===== src/rtl/chimpo_io_pkg.sv =====
// Shared constants and FSM state encoding for the Chimpo front-end input loader.
package chimpo_io_pkg;
  localparam int DATA_W_DEF = 16;
  localparam int NIB_W_DEF  = 4;
  localparam int NIBBLES    = DATA_W_DEF / NIB_W_DEF;
  localparam int CNT_W      = 3;

  typedef enum logic [1:0] {IDLE, START, RUN} state_t;
endpackage


===== src/rtl/input_loader_btn_conditioner.sv =====
// One raw button -> 2-flop sync -> debounce -> registered one-cycle rising-edge pulse.
module btn_conditioner #(
  parameter int DEBOUNCE_CYCLES = 3
) (
  input  logic CLK,
  input  logic reset,
  input  logic btn,
  output logic rise
);
  localparam int CW = (DEBOUNCE_CYCLES < 2) ? 1 : $clog2(DEBOUNCE_CYCLES);

  logic [1:0]    sync;
  logic          deb, deb_q;
  logic [CW-1:0] cnt;

  always_ff @(posedge CLK or negedge reset) begin
    if (!reset) begin
      sync  <= '0;
      deb   <= 1'b0;
      deb_q <= 1'b0;
      cnt   <= '0;
      rise  <= 1'b0;
    end else begin
      sync <= {sync[0], btn};
      // cnt tracks consecutive disagreeing samples; the last one flips the level
      if (sync[1] != deb) begin
        if (cnt == CW'(DEBOUNCE_CYCLES - 1)) begin
          deb <= sync[1];
          cnt <= '0;
        end else begin
          cnt <= cnt + CW'(1);
        end
      end else begin
        cnt <= '0;
      end
      deb_q <= deb;
      rise  <= deb & ~deb_q;
    end
  end
endmodule


===== src/rtl/input_loader.sv =====
// Front end of the Chimpo Datapath: conditions buttons, assembles operands from
// switch nibbles, and hands them over with a start pulse / done handshake.
module input_loader
  import chimpo_io_pkg::*;
#(
  parameter int DEBOUNCE_CYCLES = 3,
  parameter int DATA_W          = DATA_W_DEF,
  parameter int NIB_W           = NIB_W_DEF
) (
  input  logic              CLK,
  input  logic              reset,
  input  logic              shift,
  input  logic              calculate,
  input  logic [NIB_W-1:0]  switch,
  input  logic              done,
  output logic [DATA_W-1:0] input_value,
  output logic              start,
  output logic              ready,
  output logic [CNT_W-1:0]  nibble_count
);
  localparam int NIBS = DATA_W / NIB_W;

  logic             shift_rise, calc_rise;
  logic [NIB_W-1:0] sw_s1, sw_s2;
  state_t           state, state_nx;

  btn_conditioner #(.DEBOUNCE_CYCLES(DEBOUNCE_CYCLES)) u_shift (
    .CLK(CLK), .reset(reset), .btn(shift), .rise(shift_rise)
  );

  btn_conditioner #(.DEBOUNCE_CYCLES(DEBOUNCE_CYCLES)) u_calc (
    .CLK(CLK), .reset(reset), .btn(calculate), .rise(calc_rise)
  );

  always_ff @(posedge CLK or negedge reset) begin
    if (!reset) begin
      sw_s1 <= '0;
      sw_s2 <= '0;
    end else begin
      sw_s1 <= switch;
      sw_s2 <= sw_s1;
    end
  end

  always_ff @(posedge CLK or negedge reset) begin
    if (!reset) state <= IDLE;
    else        state <= state_nx;
  end

  always_comb begin
    state_nx = state;
    ready    = 1'b0;
    case (state)
      IDLE: begin
        ready = 1'b1;
        if (calc_rise) state_nx = START;
      end
      START:   state_nx = RUN;
      RUN:     if (done) state_nx = IDLE;
      default: state_nx = IDLE;
    endcase
  end

  // start is registered alongside the IDLE->START transition so it lines up with START
  always_ff @(posedge CLK or negedge reset) begin
    if (!reset) begin
      input_value  <= '0;
      start        <= 1'b0;
      nibble_count <= '0;
    end else begin
      start <= (state == IDLE) && calc_rise;
      case (state)
        IDLE: begin
          if (shift_rise) begin
            if (nibble_count == '0) input_value <= DATA_W'(sw_s2);
            else                    input_value <= {input_value[DATA_W-NIB_W-1:0], sw_s2};
            if (nibble_count != CNT_W'(NIBS)) nibble_count <= nibble_count + CNT_W'(1);
          end
        end
        START:   nibble_count <= '0;
        default: ;
      endcase
    end
  end
endmodule


===== config.mk =====
export PLATFORM = sky130hd
export DESIGN_NAME = input_loader
export DESIGN_NICKNAME = d
export VERILOG_FILES = /design/src/rtl/chimpo_io_pkg.sv /design/src/rtl/input_loader_btn_conditioner.sv /design/src/rtl/input_loader.sv
export SDC_FILE = /design/constraint.sdc
export NUM_CORES = 1
export LEC_CHECK = 0
export ABC_CLOCK_PERIOD_IN_PS = 1990
export BUFFER_PORTS_ARGS = -buffer_cell sky130_fd_sc_hd__clkbuf_2
export CORE_MARGIN = 5
export CORE_UTILIZATION = 45
export DETAILED_ROUTE_END_ITERATION = 10
export GPL_TIMING_DRIVEN = 1
export PLACE_DENSITY = 0.67
export SYNTH_ARGS = -nofsm -noshare
export SYNTH_HDL_FRONTEND = slang
export SYNTH_HIERARCHICAL = 1
export SYNTH_SLANG_ARGS = --single-unit
export TNS_END_PERCENT = 10

===== constraint.sdc =====
create_clock -name CLK -period 1.99 [get_ports CLK]
set_clock_uncertainty 0.1 [all_clocks]
set_input_delay 0.0995 -clock CLK [delete_from_list [all_inputs] [get_ports CLK]]
set_output_delay 0.0995 -clock CLK [all_outputs]
set_load 0.01 [all_outputs]

==> results of run 1 <==
stage by stage:
step | utilization | total power, mW | hold slack [ns]
2_1_floorplan | - | 2.16 | -0.296
3_3_place_gp | 0.514 | 2.43 | 0.0252
3_5_place_dp | 0.514 | 2.49 | 0.0435
4_1_cts | 0.552 | 2.99 | 0.0242
5_1_grt | 0.552 | 3.15 | 0.0364
6_report | 0.552 | 2.95 | 0.0302
final cells by class:
type,instances,area [um^2]
fillers,304,1610
repair buffers,40,245
clock buffers,5,68.8
multi-input cells,73,498
well taps,48,60.1
inverters,5,18.8
flip-flops and latches,44,1100
Yosys cell counts:
library cell | instances | share of area
o22ai_1 | 1 | 0.0038
and2_1 | 2 | 0.0076
nor2_1 | 1 | 0.0023
clkbuf_1 | 1 | 0.0023
ha_1 | 2 | 0.015
nand3_1 | 2 | 0.0060
nand4b_1 | 1 | 0.0053
xnor2_1 | 2 | 0.011
a21oi_1 | 2 | 0.0060
nor2b_4 | 2 | 0.017
nand2_1 | 28 | 0.063
nor2b_1 | 2 | 0.0076
a31oi_1 | 1 | 0.0038
o211ai_1 | 1 | 0.0045
o21ai_2 | 8 | 0.042
o21ai_0 | 5 | 0.015
or3b_1 | 1 | 0.0053
mux2_4 | 6 | 0.054
a21bo_2 | 1 | 0.0060
buf_6 | 3 | 0.020
nor3_1 | 2 | 0.0060
inv_1 | 5 | 0.011
nor3b_2 | 2 | 0.015
dfrtp_1 | 44 | 0.67
nand2b_1 | 1 | 0.0038
state kept, by name, indices dropped and copies added (netlist names), 2 cells and up:
register	flops
nibble_count	3
u_shift/cnt	2
input_value	16
sw_s1	4
u_shift/sync	2
u_calc/cnt	2
sw_s2	4
state	2
u_calc/sync	2
metal layers:
metal	wire length (um)	vias to the layer above	global-route usage
li1	-	493	-
met1	1110	511	0.136
met2	1370	34	0.204
met3	240	4	0.0597
met4	14	0	0.0397
met5	0	-	0
cell families (layout without fill, tap and decap cells):
logic type	count (synthesis)	in the layout	share of synthesized area
mux	6	6	0.0544
xor+xnor	2	2	0.0106
buf+inv	9	50	0.0340
simple gates	44	44	0.139
compound gates	19	19	0.0816
flops	44	44	0.665
fa+ha+maj	2	2	0.0151
worst max path at each step:
stage / slack [ns] / to / depth (start not counted)
2_1_floorplan: 0.56 / input_value[0] / 3
3_3_place_gp: 0.47 / input_value[4] / 4
3_5_place_dp: 0.39 / input_value[4] / 4
4_1_cts: 0.38 / input_value[4] / 3
5_1_grt: 0.29 / input_value[7] / 4
6_report: 0.39 / input_value[4] / 4
power by group:
group          internal (mW)  total [mW]  switching, mW
clock                  0.226       0.479          0.253
combinational          0.497        1.06          0.564
sequential              1.18        1.41          0.227
total                   1.90        2.95           1.04
cells in the final DEF (no fill, tap or decap), types with 4 or more instances in the layout:
cell type      Yosys  routed
dlygate4sd3_1      0       7
o21ai_2            8       8
nand2_1           28      28
buf_4              0       4
inv_1              5       5
dfrtp_1           44      44
clkbuf_8           0       5
clkbuf_2           0      29
o21ai_0            5       5
mux2_4             6       6
worst reg2reg max path, cell delays in order (launching register included):
cell	delay (ns)
dfrtp_1	0.45
or3b_1	0.53
buf_4	0.25
nand2_1	0.07
o21ai_0	0.08
==> metrics, run 1 <==
worst slew pin tran=0.612 ns; hold buffers post-CTS=7; status=complete, no violations; crit path launch type=flop; fin area=1990 um^2; buffer and inverter count on the worst path=1; Hold Path Sink=state[1]; FF-to-FF Start=state[1]; Tcrit/Tclk final=0.802; initial antenna violation count=0; fin cells=215; die footprint=4990 um^2; worst setup path class=flop to flop; CP required=2.05 ns; Post-CTS Setup Bufs=0; yosys warns=6; Post-Syn Area=1660 um^2; vias in the first global route=1085; deepest clock path buffer count=2; CP endpoint kind=flop; DRC errors left=0; CTS Sinks=44; final hold vios=0; CTS root buf=clkbuf_8; drt initial violations=61; Arr. time, crit path=1.66 ns; synth unique cells=25; DP HPWL=2010 um; CTS Buf Count=5; Post-DP Area=1850 um^2; Antenna diodes=0; fin crit period=1.60 ns; synthesis-to-finish area growth=20.3%; Net count, final=180; # setup viols final=0; Die Span Y=70.7 um; synthesized flop and latch total=44; drt total wl=2730 um; Max-slew headroom=0.592; H-tree levels=2; worst setup path start=state[1]; Post-CTS Resized=0; Power Dens Cells=1480 nW/um^2; total gr overflow=0; Setup TNS Final=0 ns; Die W=70.7 um; total of max-cap violations=0; Vias/cell=4.85; routed length per instance=12.7 um; Post-Syn Instances=126; Initial Util=0.459; Hold Crit Start=done; CP max-delay cell=or3b_1; io pins=30; VDD IR max=0.611 mV; Worst R2R End=input_value[4]; ANT nets after route=0; largest net degree at the start of global routing=26; Final GP Congestion=0.731; R2R cell count=4; critical path's top delay family=simple AND/OR/NAND/NOR gates; TritonRoute pass-1 iters=4; layout cells sized above 1=0.341; FF-to-FF setup slack=0.39 ns; GRT Total Usage=0.121; mean post-synth cell area=13.1 um^2; core area=3610 um^2; Max stage delay on crit path=0.53 ns; crit path max fanout=12; RSZ-0062 raised after global routing=false; worst min path class=input port to flop; register area share after synthesis=0.665; Mapped Nets=137; Cell Rows=22; worst hold path stage count=4; TritonCTS clock tree=built; Inst Count DP=203; Worst-path clk slew=0.07 ns; Fmax=0.626 GHz; Final WS setup=0.394 ns; CP Cell Sequence=or3b_1 > buf_4 > nand2_1 > o21ai_0; worst skew pair latency=0.28 ns; IO buf count=29; pre-CTS setup slack=0.387 ns; total number of vias=1042; global-route wire length before repair=4770 um; Leak=0.975 nW; max-slew violation count=0
(Power assumes the default switching activity.)
==> inputs of run 2 (changes only) <==
--- a/config.mk
+++ b/config.mk
@@ -5,7 +5,7 @@
 export SDC_FILE = /design/constraint.sdc
 export NUM_CORES = 1
 export LEC_CHECK = 0
-export ABC_CLOCK_PERIOD_IN_PS = 1990
+export ABC_CLOCK_PERIOD_IN_PS = 1500
 export BUFFER_PORTS_ARGS = -buffer_cell sky130_fd_sc_hd__clkbuf_2
 export CORE_MARGIN = 5
 export CORE_UTILIZATION = 45
==> constraint.sdc (replaced) <==
create_clock -name CLK -period 1.5 [get_ports CLK]
set_clock_uncertainty 0.1 [all_clocks]
set_input_delay 0.075 -clock CLK [delete_from_list [all_inputs] [get_ports CLK]]
set_output_delay 0.075 -clock CLK [all_outputs]
set_load 0.01 [all_outputs]
==> run 2 against run 1 <==
Net effect: die area unchanged; flip-flop and latch count unchanged; clock power increased by 53%; combinational power increased by 47%; critical path depth decreased by 1; core utilization increased by 2.4 points; worst setup slack got worse by 0.34 ns; final area increased by 4.4%; global-route usage decreased by 0.91 points; critical endpoint is now input_value[3]; largest cell class unchanged.
==> metrics, run 2 (synthesis gave the netlist of run 1 again) <==
status=complete, no violations; Max stage delay on crit path=0.41 ns (-0.12 ns); Vias/cell=4.56 (-5.8%); CP required=1.57 ns (-0.48 ns); worst slew pin tran=0.530 ns (-0.0824 ns); Die W=70.7 um (unchanged); Clock power frac=0.177 (+0.014); Sequential Power Share=0.446 (-0.031); Net count, final=182 (+1.1%); Antenna diodes=0 (unchanged); Power Dens Cells=1990 nW/um^2 (+35%); crit path launch type=flop; H-tree levels=2 (unchanged); Worst-path clk slew=0.07 ns (about the same); Max-slew headroom=0.647 (+0.0550); synthesis-to-finish area growth=25.6%; Die Span Y=70.7 um (unchanged); core area=3610 um^2 (unchanged); Logic pwr share=0.377 (+0.017); Final GP Congestion=0.699 (-4.4%); Leak=1.01 nW (+3.9%); Internal Dissipation=2.73 mW (+43%); layout cells sized above 1=0.360 (+0.0191); IO buf count=29 (unchanged); Worst R2R End=input_value[3]; die footprint=4990 um^2 (unchanged); FF-to-FF Start=state[0]; critical path's top delay family=flip-flops; CP Cell Sequence=or3b_4 > buf_6 > mux2_4; io pins=30 (unchanged); worst min path class=input port to asynchronous set/reset pin; largest net degree at the start of global routing=25 (-3.8%); global-route wire length before repair=4490 um (-5.9%); crit path max fanout=7 (-5); area of the multi-input gates=505 um^2 (+1.5%); Fmax=0.691 GHz (+10%); # setup viols final=0 (unchanged); fin area=2080 um^2 (+4.4%); ANT nets after route=0 (unchanged); Final Util=0.577 (+0.0243); Sw Share=0.342 (-0.0124); Fillers=281 (-7.6%); VDD IR max=0.916 mV (+50%); Initial Util=0.459 (unchanged); Largest register FFs=16 (unchanged); TritonRoute pass-1 iters=4 (unchanged); vias in the first global route=1014 (-6.5%); commonest non-fill, non-tap cell in the layout=dfrtp_1; routed length per instance=11.8 um (-7.1%); DP HPWL=1830 um (-9.0%); Reg area=1100 um^2 (unchanged); Arr. time, crit path=1.52 ns (-0.14 ns); commonest non-fill, non-tap cells in the layout=dfrtp_1, clkbuf_2, nand2_1; drt initial violations=55 (-9.8%); largest registers=input_value (16), sw_s1 (4), sw_s2 (4); final hold vios=0 (unchanged); worst setup path class=flop to flop; Tcrit/Tclk final=0.965 (+0.163); GRT Total Usage=0.112 (-0.00915); worst skew pair latency=0.29 ns (about the same); RSZ-0062 raised after global routing=true; max-slew violation count=0 (unchanged); most flop-heavy register=input_value; CTS Sinks=44 (unchanged); fin cells=220 (+2.3%); CTS Buf Count=5 (unchanged); Net Sw Power=1.42 mW (+36%); CP max-delay cell=dfrtp_1; hold_ws=0.198 ns (+0.167 ns); initial antenna violation count=0 (unchanged); total of max-cap violations=0 (unchanged); FF-to-FF setup slack=0.05 ns (-0.34 ns); total number of vias=1004 (-3.6%); deepest clock path buffer count=2 (unchanged); Post-DP Area=1900 um^2 (+2.4%); CP endpoint kind=flop; CTS root buf=clkbuf_8; Inst Count DP=204 (+0.49%); total power=4.14 mW (+41%); DRC errors left=0 (unchanged); drt total wl=2600 um (-4.9%); total gr overflow=0 (unchanged); TritonCTS clock tree=built; Cell Rows=22 (unchanged); R2R cell count=3 (-1); buffer and inverter count on the worst path=1 (unchanged); fin crit period=1.45 ns (-0.148 ns)
run 2: layout make-up:
cell class / count / share of cell area
well taps: 48 / 0.0289
multi-input cells: 73 / 0.243
repair buffers: 42 / 0.146
flip-flops and latches: 44 / 0.529
inverters: 5 / 0.00903
clock buffers: 8 / 0.0433
run 2: worst max path at each step:
stage                     startpoint              to  slack [ns]  cells after the start
final                       state[0]  input_value[3]        0.05                      3
after global routing        state[0]  input_value[6]       -0.02                      5
after CTS                   state[0]  input_value[3]       0.006                      3
after detailed placement    state[0]  input_value[2]        0.02                      3
after global placement      state[0]  input_value[2]        0.05                      3
after floorplan             state[1]  input_value[0]        0.07                      3
run 2: timing repair:
action	CTS	global route
setup buffers	0	0
endpoints found under the setup margin	0	17
gates resized for setup	0	4
endpoints found under the hold margin	27	0
hold buffers	8	0
run 2: through the flow:
step / setup slack, ns / setup TNS, ns
2_1_floorplan: 0.0734 / 0
3_3_place_gp: 0.0508 / 0
3_5_place_dp: 0.0232 / 0
4_1_cts: 0.00575 / 0
5_1_grt: -0.0153 / -0.0153
6_report: 0.0520 / 0
run 2: metal layers:
metal / GRT usage / vias to the layer above / share of wire
met5: 0 / - / 0
met4: 0.0438 / 0 / 0.014
met3: 0.0483 / 5 / 0.087
met2: 0.175 / 29 / 0.45
met1: 0.139 / 465 / 0.45
li1: - / 505 / -
run 2: power groups by stage:
stage                     Combinational [mW]  Sequential, mW  Clock (mW)
final                                   1.56            1.85       0.733
after global routing                    1.72            1.90       0.795
after CTS                               1.55            1.85       0.749
after detailed placement                1.53            1.87           0
after global placement                  1.48            1.85           0
after floorplan                        0.949            1.92           0
